## src/rtl/fetch_pkg.sv

```systemverilog
// Shared fetch/decode definitions: default widths, reset PC and fetch FSM state encoding.
package fetch_pkg;

   localparam int DEF_PC_W     = 6;
   localparam int DEF_INST_W   = 32;
   localparam int DEF_RESET_PC = 0;

   typedef enum logic [1:0] {
      IDLE = 2'd0,
      REQ  = 2'd1,
      WAIT = 2'd2,
      HOLD = 2'd3
   } fetch_state_e;

endpackage

```

## src/rtl/fetch_out_reg.sv

```systemverilog
// One-entry fetch->decode output register with valid/ready handoff and a flush that drops the entry.
module fetch_out_reg
   import fetch_pkg::*;
#(
   parameter int PC_W   = DEF_PC_W,
   parameter int INST_W = DEF_INST_W
) (
   input  logic              clk,
   input  logic              rst_n,
   input  logic              load,
   input  logic [INST_W-1:0] load_inst,
   input  logic [PC_W-1:0]   load_pc,
   input  logic              flush,
   input  logic              ready,
   output logic              valid,
   output logic [INST_W-1:0] inst,
   output logic [PC_W-1:0]   pc
);

   // Handshake: an entry moves to decode on a cycle with valid && ready and no flush.
   always_ff @(posedge clk or negedge rst_n) begin
      if (!rst_n) begin
         valid <= 1'b0;
         inst  <= '0;
         pc    <= '0;
      end else begin
         if (flush)
            valid <= 1'b0;
         else if (load)
            valid <= 1'b1;
         else if (valid && ready)
            valid <= 1'b0;

         if (load && !flush) begin
            inst <= load_inst;
            pc   <= load_pc;
         end
      end
   end

endmodule

```

## src/rtl/fetch_ctrl.sv

```systemverilog
// Instruction fetch sequencer: PC, single-outstanding imem requests, redirect/halt handling.
// Optional perf counters are built when FETCH_CTRL_PERF_EN is defined.
module fetch_ctrl
   import fetch_pkg::*;
#(
   parameter int PC_W     = DEF_PC_W,
   parameter int INST_W   = DEF_INST_W,
   parameter int RESET_PC = DEF_RESET_PC
) (
   input  logic              clk,
   input  logic              rst_n,
   output logic              imem_req,
   output logic [PC_W-1:0]   imem_addr,
   input  logic              imem_gnt,
   input  logic              imem_rvalid,
   input  logic [INST_W-1:0] imem_rdata,
   input  logic              redirect_valid,
   input  logic [PC_W-1:0]   redirect_pc,
   input  logic              halt,
   output logic              fd_valid,
   output logic [INST_W-1:0] fd_inst,
   output logic [PC_W-1:0]   fd_pc,
   input  logic              fd_ready,
`ifdef FETCH_CTRL_PERF_EN
   output logic [15:0]       perf_fetched,
   output logic [15:0]       perf_flushed,
`endif
   output logic              busy
);

   localparam logic [1:0] ST_IDLE = IDLE;
   localparam logic [1:0] ST_REQ  = REQ;
   localparam logic [1:0] ST_WAIT = WAIT;
   localparam logic [1:0] ST_HOLD = HOLD;

   logic [1:0]      state, state_d, resume;
   logic [PC_W-1:0] pc, pc_d, req_pc, req_pc_d;
   logic            discard, discard_d, load;

   assign resume = halt ? ST_IDLE : ST_REQ;

   always_comb begin
      state_d   = state;
      pc_d      = pc;
      req_pc_d  = req_pc;
      discard_d = discard;
      load      = 1'b0;
      case (state)
         ST_IDLE: state_d = resume;
         ST_REQ: begin
            if (imem_gnt) begin
               req_pc_d = pc;
               pc_d     = pc + 1'b1;
               state_d  = ST_WAIT;
               // A grant alongside a redirect fetches the stale PC; its data must be dropped.
               if (redirect_valid)
                  discard_d = 1'b1;
            end
         end
         ST_WAIT: begin
            if (imem_rvalid) begin
               if (redirect_valid || discard) begin
                  discard_d = 1'b0;
                  state_d   = resume;
               end else begin
                  load    = 1'b1;
                  state_d = ST_HOLD;
               end
            end else if (redirect_valid) begin
               discard_d = 1'b1;
            end
         end
         default: begin
            if (redirect_valid || (fd_valid && fd_ready))
               state_d = resume;
         end
      endcase
      if (redirect_valid)
         pc_d = redirect_pc;
   end

   always_ff @(posedge clk or negedge rst_n) begin
      if (!rst_n) begin
         state   <= ST_IDLE;
         pc      <= PC_W'(RESET_PC);
         req_pc  <= '0;
         discard <= 1'b0;
      end else begin
         state   <= state_d;
         pc      <= pc_d;
         req_pc  <= req_pc_d;
         discard <= discard_d;
      end
   end

   fetch_out_reg #(.PC_W(PC_W), .INST_W(INST_W)) u_out (
      .clk       (clk),
      .rst_n     (rst_n),
      .load      (load),
      .load_inst (imem_rdata),
      .load_pc   (req_pc),
      .flush     (redirect_valid),
      .ready     (fd_ready),
      .valid     (fd_valid),
      .inst      (fd_inst),
      .pc        (fd_pc)
   );

   assign imem_req  = (state == ST_REQ);
   assign imem_addr = pc;
   assign busy      = (state != ST_IDLE) || fd_valid;

`ifdef FETCH_CTRL_PERF_EN
   logic fetched_ev, flushed_ev;

   assign fetched_ev = fd_valid && fd_ready && !redirect_valid;
   assign flushed_ev = (state == ST_WAIT && imem_rvalid && (discard || redirect_valid))
                    || (redirect_valid && fd_valid);

   always_ff @(posedge clk or negedge rst_n) begin
      if (!rst_n) begin
         perf_fetched <= '0;
         perf_flushed <= '0;
      end else begin
         if (fetched_ev && perf_fetched != 16'hFFFF)
            perf_fetched <= perf_fetched + 16'd1;
         if (flushed_ev && perf_flushed != 16'hFFFF)
            perf_flushed <= perf_flushed + 16'd1;
      end
   end
`endif

   always @(posedge clk) begin
      if (rst_n)
         assert (!imem_rvalid || state == ST_WAIT);
   end

endmodule
```

## config.mk

```make
export PLATFORM = sky130hd
export DESIGN_NAME = fetch_ctrl
export DESIGN_NICKNAME = d
export VERILOG_FILES = /design/src/rtl/fetch_pkg.sv /design/src/rtl/fetch_out_reg.sv /design/src/rtl/fetch_ctrl.sv
export SDC_FILE = /design/constraint.sdc
export NUM_CORES = 1
export LEC_CHECK = 0
export BUFFER_PORTS_ARGS = -buffer_cell sky130_fd_sc_hd__buf_4
export CAP_MARGIN = 30
export CORE_MARGIN = 8
export CORE_UTILIZATION = 50
export CTS_BUF_LIST = sky130_fd_sc_hd__clkbuf_2
export DETAILED_ROUTE_END_ITERATION = 8
export PLACE_DENSITY_LB_ADDON = 0.12
export RECOVER_POWER = 50
export SYNTH_ARGS = -nofsm -noshare
export SYNTH_HDL_FRONTEND = slang
export SYNTH_SLANG_ARGS = --single-unit
```

## constraint.sdc

```tcl
create_clock -name clk -period 2.25 [get_ports clk]
set_clock_uncertainty 0.2 [all_clocks]
set_input_delay 0.225 -clock clk [delete_from_list [all_inputs] [get_ports clk]]
set_output_delay 0.225 -clock clk [all_outputs]
set_load 0.05 [all_outputs]
```

==> results by group, run 1 <==
Floorplanning
  – Die width: 84.0 microns
  – # IOs: 92
  – Core area: 0.00441 sq mm
  – DIE HEIGHT: 84.0 microns
  – Full die area: 0.00706 sq mm
  – Placement Rows: 24
  – Starting Density: 0.524

Setup path
  – Top Family by Delay on Critical Path: buffers and inverters
  – Worst Path Arrival: 2.35 ns
  – Req. time, crit path: 2.43 ns
  – CP bufs+invs: 4
  – Slowest stage cell, crit path: dlygate4sd3_1
  – Critical R2R Launch: state[0]
  – Most used cell, CP: dlygate4sd3_1
  – CP max stage delay: 0.58 ns
  – CP max FO: 21
  – Crit path launch: redirect_valid
  – Setup crit end kind: flop
  – CP Launch Type: primary input
  – Worst path cell trace: dlygate4sd3_1 -> buf_4 -> nand2_1 -> dlygate4sd3_1 -> o21ai_0 -> dlygate4sd3_1
  – WS Path Type: in -> reg

Final layout
  – Register area: 0.00135 sq mm
  – Footprint of the multi-input gates: 882 sq um
  – Fill cell count: 288
  – Fin util: 0.795
  – Final Non-Filler Cells: 363
  – Commonest cells after routing, fill and taps aside: buf_4 (68), dfrtp_1 (54), dlygate4sd3_1 (53)
  – Layout area overhead: 51.7%
  – Commonest non-fill, non-tap cell in the layout: buf_4
  – Diode count: 0
  – Final instance area: 0.00351 sq mm
  – Fin nets: 360
  – Share of cells above drive strength 1: 0.395

Timing
  – Max-slew headroom: 0.157
  – RSZ-0062 raised after global routing: no
  – Setup TNS: 0 ns
  – Fmax: 0.461 GHz
  – Slew @ Worst Pin: 1.26 ns
  – Setup-failing EPs final: 0
  – Final Cycle Share: 0.964
  – Minimum clock period: 2.17 ns
  – Final hold violation count: 0
  – Final Max Slew Viols: 0
  – Fin Hold WS: 0.331 ns

Synthesis
  – Flops & latches, synth: 54
  – Sequential cell area fraction in the yosys report: 0.584
  – Synthesized cell area: 0.00231 sq mm
  – Yosys cell types: 31
  – Ys Warns: 0
  – Mapped Avg Cell Area: 14.0 sq um
  – Synthesized Nets: 214
  – Post-Synthesis Cells: 165

Global route
  – Pin count of the biggest net entering global routing: 55
  – Global router's overall resource usage: 0.169
  – Gr ovfl total: 0
  – Vias in the first global route: 1996
  – First-pass GRT wire length: 9830 microns
  – Initial antenna violation count: 0

Power
  – PwrDens: 1240 mW/mm^2
  – Internal power: 2210 uW
  – Clock share of power: 0.082
  – Sw Ratio: 0.490
  – Sequential share of power: 0.360
  – P_leak: 0.00168 uW
  – P_sw: 2130 uW
  – VDD IR max: 739 uV
  – Gate power share: 0.557

Clocking
  – Clock Tree Root: clkbuf_2
  – Clk slew on worst S/H paths: 0.24 ns
  – CTS HTree Levels: 2
  – Worst skew pair latency: 0.41 ns
  – Post-CTS Setup Bufs: 0
  – CTS tree: built
  – Num CTS Buffers: 5
  – Clock Sinks: 54
  – Max clock buf depth: 2

Place
  – Placement Cell Area: 0.00303 sq mm
  – Placed cell count: 303
  – Port buffer count: 91
  – Routability congestion estimate: 0.763
  – DP HPWL: 3750 microns

Drt
  – 1st-iter DRT viols: 66
  – DR vias: 1803
  – Total wire length: 5910 microns
  – DRC viols: 0
  – Pre-Repair DR Iteration Count: 4
  – Vias per cell: 4.97
  – Routed Antenna Nets: 0
  – Routed len/inst: 16.3 microns

Hold path
  – Hold Startpoint: req_pc[3]
  – Worst hold path type: reg -> reg

Flow run
  – # Max-Cap Violations: 0

Status
  – Status: finished, final reports clean
==> path summary, 6_finish.rpt <==
| check | depth (start not counted) | to | slack (ns) |
|---|---|---|---|
| max | 6 | imem_addr[2] | 0.08 |
| min | 1 | u_out.pc[3] | 0.33 |
| max reg2reg | 6 | discard | 0.10 |
| min reg2reg | 1 | u_out.pc[3] | 0.33 |
| max in group asynchronous | 2 | u_out.inst[13] | 0.74 |
| min in group asynchronous | 2 | u_out.inst[17] | 0.37 |
==> layout make-up <==
cell class                      count  area share
Timing Repair Buffer              146       0.328
Multi-Input combinational cell     98       0.251
Tap cell                           52      0.0185
Clock inverter                      1     0.00214
Clock buffer                        6     0.00855
Inverter                            6     0.00641
Sequential cell                    54       0.385
==> flip-flops by register name (all words and copies together), names as in the netlist <==
| name | cells |
|---|---|
| u_out.valid | 1 |
| req_pc | 6 |
| state | 2 |
| discard | 1 |
| imem_addr | 6 |
| u_out.pc | 6 |
| u_out.inst | 32 |
==> power groups by stage <==
| stage | combinational, uW | clock [uW] | sequential, uW |
|---|---|---|---|
| after floorplan | 664 | 0 | 2630 |
| after global placement | 2450 | 0 | 1570 |
| after detailed placement | 2490 | 0 | 1580 |
| after CTS | 2580 | 378 | 1560 |
| after global routing | 2540 | 407 | 1620 |
| final | 2420 | 357 | 1560 |
==> through the flow <==
step | total power, uW | worst slack (ns)
final | 4340 | 0.0820
after global placement | 4020 | 0.319
after detailed placement | 4060 | 0.270
after floorplan | 3290 | 0.132
after global routing | 4570 | 0.00589
after CTS | 4510 | 0.0959
==> synth_stat cells, drive strengths merged <==
library cell / instances / area [sq um]
buf: 7 / 61.3
nor3b: 2 / 15.0
nor2b: 5 / 31.3
mux2: 43 / 518
a221oi: 1 / 8.76
o21ai: 8 / 40.0
a21oi: 1 / 5.00
or4: 2 / 15.0
ha: 4 / 50.1
or2: 1 / 6.26
mux2i: 3 / 30.0
inv: 6 / 22.5
nor2: 1 / 3.75
dfrtp: 54 / 1350
nand3: 4 / 20.0
o311ai: 1 / 8.76
nor4: 1 / 6.26
xor2: 1 / 8.76
o22ai: 1 / 6.26
nand4: 1 / 6.26
nand2: 11 / 41.3
xnor2: 1 / 8.76
a311oi: 1 / 8.76
a21o: 1 / 7.51
nand2b: 2 / 12.5
nor3: 2 / 21.3
==> cell families (layout without fill, tap and decap cells) <==
group,after synthesis,count (layout),synth area share
flops,54,54,0.584
mux,46,46,0.237
simple gates,32,32,0.0773
compound gates,14,14,0.0368
buf+inv,13,159,0.0362
fa+ha+maj,4,4,0.0216
xor+xnor,2,2,0.00757
==> per-layer routing <==
metal | vias to the layer above | share of wire | global-route usage
met2 | 58 | 0.52 | 0.300
met1 | 874 | 0.40 | 0.182
met4 | 0 | 0.0081 | 0.0330
li1 | 866 | - | -
met3 | 5 | 0.076 | 0.0703
met5 | - | 0 | 0
==> repair_timing <==
action                                  4_1_cts  5_1_grt
endpoints found under the setup margin        0        2
endpoints found under the hold margin        96        0
hold buffers                                 53        0
resized for setup                             0        1
No activity file was read; power rests on OpenSTA's default activity.
==> inputs of run 2 (changes only) <==
--- a/config.mk
+++ b/config.mk
@@ -5,12 +5,12 @@
 export SDC_FILE = /design/constraint.sdc
 export NUM_CORES = 1
 export LEC_CHECK = 0
-export BUFFER_PORTS_ARGS = -buffer_cell sky130_fd_sc_hd__buf_4
 export CAP_MARGIN = 30
 export CORE_MARGIN = 8
-export CORE_UTILIZATION = 50
+export CORE_UTILIZATION = 60
 export CTS_BUF_LIST = sky130_fd_sc_hd__clkbuf_2
 export DETAILED_ROUTE_END_ITERATION = 8
+export DONT_BUFFER_PORTS = 1
 export PLACE_DENSITY_LB_ADDON = 0.12
 export RECOVER_POWER = 50
 export SYNTH_ARGS = -nofsm -noshare
==> run 2 against run 1 <==
Effect of this change: first-iteration DRC count did not move; worst setup slack better by 0.011 ns; sequential power is 71% higher; critical path type is now reg -> reg; critical endpoint is now u_out.inst[24].
==> results by group, run 2 (same netlist as run 1, synthesis figures left out) <==
Timing
  – Max-slew headroom: 0.140
  – Final Max Slew Viols: 0
  – Setup-failing EPs final: 0
  – Final Cycle Share: 0.959
  – Slew @ Worst Pin: 1.29 ns
  – Fmax: 0.464 GHz
  – Minimum clock period: 2.16 ns
  – Final hold violation count: 0

Setup path
  – CP max stage delay: 0.45 ns
  – CP max FO: 38
  – CP Launch Type: flop
  – Slowest stage cell, crit path: dfrtp_1
  – WS Path Type: reg -> reg
  – Worst path cell trace: inv_1 -> ha_1 -> nand2_1 -> nor3_4 -> buf_12 -> mux2_2
  – Req. time, crit path: 2.39 ns
  – Setup crit end kind: flop
  – Worst Path Arrival: 2.30 ns

Drt
  – 1st-iter DRT viols: 66
  – Vias per cell: 5.78
  – Pre-Repair DR Iteration Count: 4
  – Routed len/inst: 21.6 microns
  – DR vias: 1543
  – DRC viols: 0
  – Routed Antenna Nets: 0
  – Total wire length: 5770 microns

Power
  – VDD IR max: 999 uV
  – PwrDens: 1440 mW/mm^2
  – P_leak: 0.00133 uW
  – Total power: 4190 uW

Status
  – Status: finished, final reports clean

Global route
  – Gr ovfl total: 0
  – First-pass GRT wire length: 9040 microns
  – Initial antenna violation count: 0
  – Vias in the first global route: 1700
  – Pin count of the biggest net entering global routing: 55
  – Global router's overall resource usage: 0.189

Hold path
  – Worst hold path type: in -> reg

Clocking
  – Clock Tree Root: clkbuf_2
  – Clk slew on worst S/H paths: 0.25 ns
  – CTS HTree Levels: 2
  – Max clock buf depth: 2
  – Worst skew pair latency: 0.43 ns
  – Clock Sinks: 54
  – Num CTS Buffers: 5
  – CTS tree: built

Final layout
  – Commonest cells after routing, fill and taps aside: dfrtp_1 (54), dlygate4sd3_1 (45), mux2_2 (34)
  – Diode count: 0
  – Largest register FFs: 32
  – Fin nets: 267
  – Layout area overhead: 25.9%
  – Commonest non-fill, non-tap cell in the layout: dfrtp_1
  – Most flop-heavy register: u_out.inst
  – Share of cells above drive strength 1: 0.265
  – Fin util: 0.790

Floorplanning
  – DIE HEIGHT: 78.1 microns
  – # IOs: 92
  – Full die area: 0.00610 sq mm
  – Placement Rows: 22
  – Starting Density: 0.628
  – Core area: 0.00369 sq mm
  – Die width: 78.1 microns

Place
  – Routability congestion estimate: 0.690
  – DP HPWL: 3580 microns
  – Port buffer count: 0

Flow run
  – # Max-Cap Violations: 0
run 2: changes by cell type in the layout (fill, tap and decap cells not counted), sizes merged:
cell         previous run  this run
buf                    69         4
bufinv                  0         2
clkbuf                 30         9
clkinv                  0         1
clkinvlp                1         0
dlygate4sd3            53        45
run 2: critical path, delay by kind of cell, from the launching register on:
family,cells,cell delay [ns]
adder cells (fa/ha/maj),1,0.29
buffers and inverters,2,0.37
flip-flops,1,0.45
multiplexers,1,0.38
AND/OR/NAND/NOR,2,0.35
run 2: through the flow:
stage               setup WS (ns)  TNS (ns)  cell area (sq um)  hold slack, ns  cells
CTS                         0.140         0               2950          0.0394    267
detailed placement          0.192         0               2380          -0.269    213
finish                     0.0928         0               2910          0.0707    267
floorplan                   0.132         0               2310          -0.271    165
global route             -0.00629  -0.00784               2910          0.0769    267
global placement            0.325         0               2380          -0.269    213
run 2: layer usage:
layer / vias to the layer above / global-route usage / share of wire
met3: 15 / 0.0877 / 0.097
met5: - / 0 / 0
met1: 770 / 0.194 / 0.36
li1: 689 / - / -
met4: 0 / 0.0685 / 0.025
met2: 69 / 0.330 / 0.51
run 2: final timing paths:
check,from,slack (ns),depth (start not counted),end
max,state[0],0.09,6,u_out.inst[24]
min,imem_gnt,0.07,2,req_pc[2]
max reg2reg,state[0],0.09,6,u_out.inst[24]
min reg2reg,req_pc[5],0.34,1,req_pc[5]
max in group asynchronous,rst_n,0.69,2,u_out.inst[27]
min in group asynchronous,rst_n,0.41,2,req_pc[2]
run 2: area by class of cell:
cell class                      instances  area (sq um)
Inverter                                6          22.5
Clock inverter                          3          63.8
Timing Repair Buffer                   53           509
Tap cell                               48          60.1
Fill cell                             218           774
Sequential cell                        54          1350
Clock buffer                            5          25.0
Multi-Input combinational cell         98           882
run 2: where the power goes:
group / internal [uW] / total (uW) / leakage [uW] / switching [uW]
clock: 295 / 587 / 0.0000506 / 292
sequential: 1320 / 2660 / 0.000686 / 1340
combinational: 493 / 946 / 0.000597 / 453
run 2: repair_timing:
action,in CTS,in global routing
setup endpoints to repair,0,1
hold buffers,46,0
hold endpoints to repair,96,0
gates resized for setup,0,1
setup buffers,0,0
